--- config.mk ---
export PLATFORM = sky130hd
export DESIGN_NAME = seq_alu
export DESIGN_NICKNAME = d
export VERILOG_FILES = /design/src/rtl/seq_alu.sv
export SDC_FILE = /design/constraint.sdc
export NUM_CORES = 1
export LEC_CHECK = 0
export CAP_MARGIN = 20
export CORE_MARGIN = 5
export CORE_UTILIZATION = 55
export DETAILED_ROUTE_END_ITERATION = 6
export PLACE_DENSITY = 0.77
export SLEW_MARGIN = 20
export SYNTH_ARGS = -nofsm -noshare
export SYNTH_HDL_FRONTEND = slang
export SYNTH_SLANG_ARGS = --single-unit
--- constraint.sdc ---
create_clock -name clk -period 3.3 [get_ports clk]
set_input_delay 0.66 -clock clk [delete_from_list [all_inputs] [get_ports clk]]
set_output_delay 0.66 -clock clk [all_outputs]
set_load 0.01 [all_outputs]
--- src/rtl/seq_alu.sv ---
// Sequential ALU: add/sub in one CALC cycle, shift-add mul and restoring div over WIDTH cycles.
// Define SEQ_ALU_REM_EN to have div return the remainder in the upper half of total.
module seq_alu #(
    parameter int WIDTH = 4
) (
    input  logic                 clk,
    input  logic                 rst_n,
    input  logic                 start,
    input  logic [WIDTH-1:0]     a,
    input  logic [WIDTH-1:0]     b,
    input  logic [1:0]           sel,
    output logic                 busy,
    output logic                 done,
    output logic [2*WIDTH-1:0]   total,
    output logic                 div_zero
);

    typedef enum logic [1:0] {IDLE, CALC, DONE} state_t;

    localparam logic [1:0] OP_ADD = 2'b00;
    localparam logic [1:0] OP_SUB = 2'b01;
    localparam logic [1:0] OP_MUL = 2'b10;
    localparam logic [1:0] OP_DIV = 2'b11;

    localparam int CW = $clog2(WIDTH + 1);
    localparam logic [CW-1:0] LAST = CW'(WIDTH - 1);

    state_t             state;
    logic [CW-1:0]      cnt;
    logic [1:0]         op;
    logic [WIDTH-1:0]   opa;
    logic [WIDTH-1:0]   opb;
    logic [WIDTH-1:0]   shreg;
    logic [2*WIDTH-1:0] acc;

    logic [2*WIDTH-1:0] mul_acc;
    logic [WIDTH:0]     trial;
    logic [WIDTH:0]     diff;
    logic [WIDTH-1:0]   rem_next;
    logic [WIDTH-1:0]   quo_next;
    logic [WIDTH-1:0]   quo_fin;
    logic               div0;
    logic               last;
    logic [2*WIDTH-1:0] result;
`ifdef SEQ_ALU_REM_EN
    logic [WIDTH-1:0]   rem_fin;
`endif

    // One step of each iterative operation, plus the value total takes on completion.
    always_comb begin
        mul_acc  = acc + (shreg[0] ? ({{WIDTH{1'b0}}, opa} << cnt) : '0);
        trial    = {acc[WIDTH-1:0], shreg[WIDTH-1]};
        diff     = trial - {1'b0, opb};
        rem_next = trial[WIDTH-1:0];
        quo_next = {shreg[WIDTH-2:0], 1'b0};
        if (trial >= {1'b0, opb}) begin
            rem_next = diff[WIDTH-1:0];
            quo_next = {shreg[WIDTH-2:0], 1'b1};
        end
        div0    = (opb == '0);
        quo_fin = div0 ? '1 : quo_next;
`ifdef SEQ_ALU_REM_EN
        rem_fin = div0 ? opa : rem_next;
`endif
        case (op)
            OP_MUL:  last = (cnt == LAST);
            OP_DIV:  last = div0 || (cnt == LAST);
            default: last = 1'b1;
        endcase
        case (op)
            OP_ADD:  result = {{WIDTH{1'b0}}, opa} + {{WIDTH{1'b0}}, opb};
            OP_SUB:  result = {{WIDTH{1'b0}}, opa} - {{WIDTH{1'b0}}, opb};
            OP_MUL:  result = mul_acc;
`ifdef SEQ_ALU_REM_EN
            default: result = {rem_fin, quo_fin};
`else
            default: result = {{WIDTH{1'b0}}, quo_fin};
`endif
        endcase
    end

    // Datapath registers: operands and iteration state, never visible at the outputs directly.
    always_ff @(posedge clk) begin
        if (state == IDLE && start) begin
            opa   <= a;
            opb   <= b;
            op    <= sel;
            acc   <= '0;
            shreg <= (sel == OP_MUL) ? b : a;
        end else if (state == CALC) begin
            if (op == OP_MUL) begin
                acc   <= mul_acc;
                shreg <= shreg >> 1;
            end else if (op == OP_DIV) begin
                acc   <= {{WIDTH{1'b0}}, rem_next};
                shreg <= quo_next;
            end
        end
    end

    // Control FSM with registered outputs.
    always_ff @(posedge clk or negedge rst_n) begin
        if (!rst_n) begin
            state    <= IDLE;
            cnt      <= '0;
            busy     <= 1'b0;
            done     <= 1'b0;
            total    <= '0;
            div_zero <= 1'b0;
        end else begin
            case (state)
                IDLE: begin
                    done <= 1'b0;
                    if (start) begin
                        state <= CALC;
                        busy  <= 1'b1;
                        cnt   <= '0;
                    end
                end
                CALC: begin
                    cnt <= cnt + 1'b1;
                    if (last) begin
                        state    <= DONE;
                        done     <= 1'b1;
                        total    <= result;
                        div_zero <= (op == OP_DIV) && div0;
                    end
                end
                DONE: begin
                    state <= IDLE;
                    done  <= 1'b0;
                    busy  <= 1'b0;
                end
                default: begin
                    state <= IDLE;
                    done  <= 1'b0;
                    busy  <= 1'b0;
                end
            endcase
        end
    end

endmodule

==> results_dict.tcl <==
set metrics [dict create \
    status "finished, final reports clean" \
    seq_area_frac_synth 0.372 \
    synth_warnings 0 \
    io_pins 24 \
    cts-buffers-inserted 5 \
    clockRootBuffer "clkbuf_8" \
    ys_ff_latch 38 \
    top_layer_used "met4" \
    postCtsHoldBufs 0 \
    min_period_ps 2770 \
    drt-initial-drc-count 180 \
    fin_tns_setup_ps 0 \
    finalCritPeriodShare 0.839 \
    core_area_mm2 0.00469 \
    wl_per_cell_um 17.5 \
    die_w_um 79.2 \
    p_clk_frac 0.147 \
    start_util 0.562 \
    drv_slew 0 \
    hold_viol 0 \
    sequentialPowerShare 0.330 \
    die_h_um 79.2 \
    grt_pass1_wl_um 10600 \
    dp_hpwl_um 4850 \
    slew_headroom 0.525 \
    grt-ovfl-total 0 \
    ys.flop_type "dfrtp_1" \
    row_count 25 \
    drv_cap 0 \
    syn_inst 279 \
    critPathMaxFanout 9 \
    area_growth_pct 14.7 \
    syn_nets 317 \
    post_cts_resized 0 \
    final_util 0.644 \
    path_clk_slew_ps 70 \
    p_total_mw 2.66 \
    firstDrtPassIters 4 \
    final_nets 342 \
    worstSetupPathType "reg -> reg" \
    clockBufferDepth 2 \
    antenna_left 0 \
    power_density_mw_per_mm2 881 \
    rsz0062_at_grt "no" \
    synth-async-reset-ratio 0.421 \
    route.detailed.drc 0 \
    p_comb_frac 0.524 \
    worst_ep_required_time_ps 3510 \
    tightest_slew_ps 710 \
    synthesis.area_mm2 0.00264 \
    drive_above_1_share 0.0656 \
    cts_tree "built" \
    synth_edf_count 14 \
    wl_um 6300 \
    wl_met1_um 2790 \
    fmax_mhz 361 \
    hp-class "reg -> reg" \
    power_switching_mw 1.12 \
    yosysUniqueCellTypes 58 \
    viasPerCell 6.16 \
    dr_wl_met2_um 3080 \
    startpoint_type "flop" \
    cts_setup_buffers 0 \
    final_cells 359 \
    leakage_nw 1.25 \
    num_antenna_cells 0 \
    setup-violations-final 0 \
    met3_length_um 300 \
    clock_sinks 38 \
    fin_skew_ps 6.95 \
    insertion_delay_ps 290 \
    die_area_mm2 0.00628 \
    endpoint_kind "flop" \
    cts_htree_levels 2 \
    grt_pass1_vias 2244 \
    avgSynthCellArea_um2 9.44 \
    swShare 0.421 \
    via_count 2213 \
    grt_max_degree 17 \
    portBuffers 23 \
    cell_internal_pwr_mw 1.54 \
    routabilityCongestion 0.981 \
    worstPathArrival_ps 2980 \
    dp_cells 351 \
    vdd_drop_max_mv 0.405 \
    track_usage 0.219 \
    antenna_found_initial 0 \
]
==> synth_stat cells, types with 2 or more instances <==
cell | count | share of area
a211oi_1 | 7 | 0.020
a21o_1 | 3 | 0.0085
a21oi_1 | 19 | 0.036
a31oi_1 | 5 | 0.012
a32o_1 | 2 | 0.0076
and2_1 | 2 | 0.0047
and3_1 | 2 | 0.0047
buf_2 | 4 | 0.0076
clkbuf_1 | 4 | 0.0057
dfrtp_1 | 16 | 0.15
dfxtp_1 | 8 | 0.061
edfxtp_1 | 14 | 0.16
fa_1 | 4 | 0.030
ha_1 | 21 | 0.10
inv_1 | 16 | 0.023
mux2_2 | 2 | 0.0085
mux2i_1 | 7 | 0.027
nand2_1 | 20 | 0.028
nand2b_1 | 5 | 0.012
nand3_1 | 5 | 0.0095
nand3b_1 | 3 | 0.0085
nor2_1 | 26 | 0.037
nor2b_1 | 8 | 0.019
nor3_1 | 5 | 0.0095
o21a_1 | 2 | 0.0057
o21ai_0 | 22 | 0.042
o21bai_1 | 3 | 0.0085
o22ai_1 | 5 | 0.012
o31a_1 | 4 | 0.013
o31ai_1 | 2 | 0.0057
o32a_1 | 2 | 0.0076
or4_1 | 2 | 0.0057
xnor2_1 | 4 | 0.013
==> per-stage QoR <==
stage          area [um^2]  hold WS (ps)  setup slack [ps]
4_1_cts               3020           471               539
5_1_grt               3020           507               254
6_report              3020           465               532
2_1_floorplan         2640           364               841
3_3_place_gp          2920           441               675
3_5_place_dp          2920           453               579
==> area by class of cell <==
cell class | instances | area (um^2)
clock buffers | 7 | 76.3
clock inverters | 1 | 30.0
fillers | 407 | 1670
inverters | 16 | 60.1
multi-input cells | 215 | 1540
flip-flops and latches | 38 | 981
well taps | 54 | 67.6
repair buffers | 28 | 268
==> final timing paths <==
kind                                      from                    to  slack, ps  cells after the start
max                         cnt[0]$_DFFE_PN0P_  total[5]$_DFFE_PN0P_        530                      9
min                        acc[5]$_SDFFE_PP0P_   acc[5]$_SDFFE_PP0P_        460                      2
max reg2reg                 cnt[0]$_DFFE_PN0P_  total[5]$_DFFE_PN0P_        530                      9
min reg2reg                acc[5]$_SDFFE_PP0P_   acc[5]$_SDFFE_PP0P_        460                      2
max in group asynchronous                rst_n  total[6]$_DFFE_PN0P_       2060                      1
min in group asynchronous                rst_n      done$_DFFE_PN0P_        800                      1
==> kinds of logic after synthesis <==
| group | after synthesis | synth area share |
|---|---|---|
| xor gates and xnor gates | 6 | 0.0228 |
| buffers and inverters | 26 | 0.0432 |
| AOI/OAI and AO/OA | 86 | 0.213 |
| and+or+nand+nor | 88 | 0.175 |
| adders and majority gates | 25 | 0.130 |
| muxes | 10 | 0.0437 |
| DFF | 38 | 0.372 |
==> layer usage <==
layer	global-route usage	up-vias
li1	-	1085
met1	0.278	1053
met2	0.375	64
met3	0.0397	11
met4	0.0756	0
met5	0	-
==> power by group through the flow <==
stage | sequential [mW] | clock [mW] | combinational [mW]
global route | 0.904 | 0.417 | 1.57
finish | 0.878 | 0.391 | 1.39
detailed placement | 0.883 | 0 | 1.38
CTS | 0.875 | 0.397 | 1.39
floorplan | 0.838 | 0 | 0.979
global placement | 0.874 | 0 | 1.36
==> registers in the layout (all words and copies together) (netlist names) <==
signal / count
div_zero: 1
cnt: 3
op: 2
done: 1
acc: 8
busy: 1
state: 2
opa: 4
shreg: 4
total: 8
opb: 4
==> worst max-delay path, stage by stage (launching register included) <==
cell and delay, ps:
dfrtp_1 530, mux2_2 390, o21ai_0 230, nor2_1 80
ha_1 230, a211oi_1 390, o21bai_1 150, or4_1 390
and3_1 190, a21oi_1 120
==> cells in the final DEF, fill, tap and decap left out, drive strengths merged, types with 6 or more instances in the layout <==
cell,Yosys,layout
nor2,26,26
clkdlybuf4s50,0,23
a211oi,7,7
dfrtp,16,16
mux2i,7,7
edfxtp,14,14
o21ai,22,22
inv,16,16
nand3,6,6
clkbuf,4,7
nor2b,8,8
ha,21,21
a21oi,19,19
dfxtp,8,8
nand2,20,20
(Power assumes the default switching activity.)
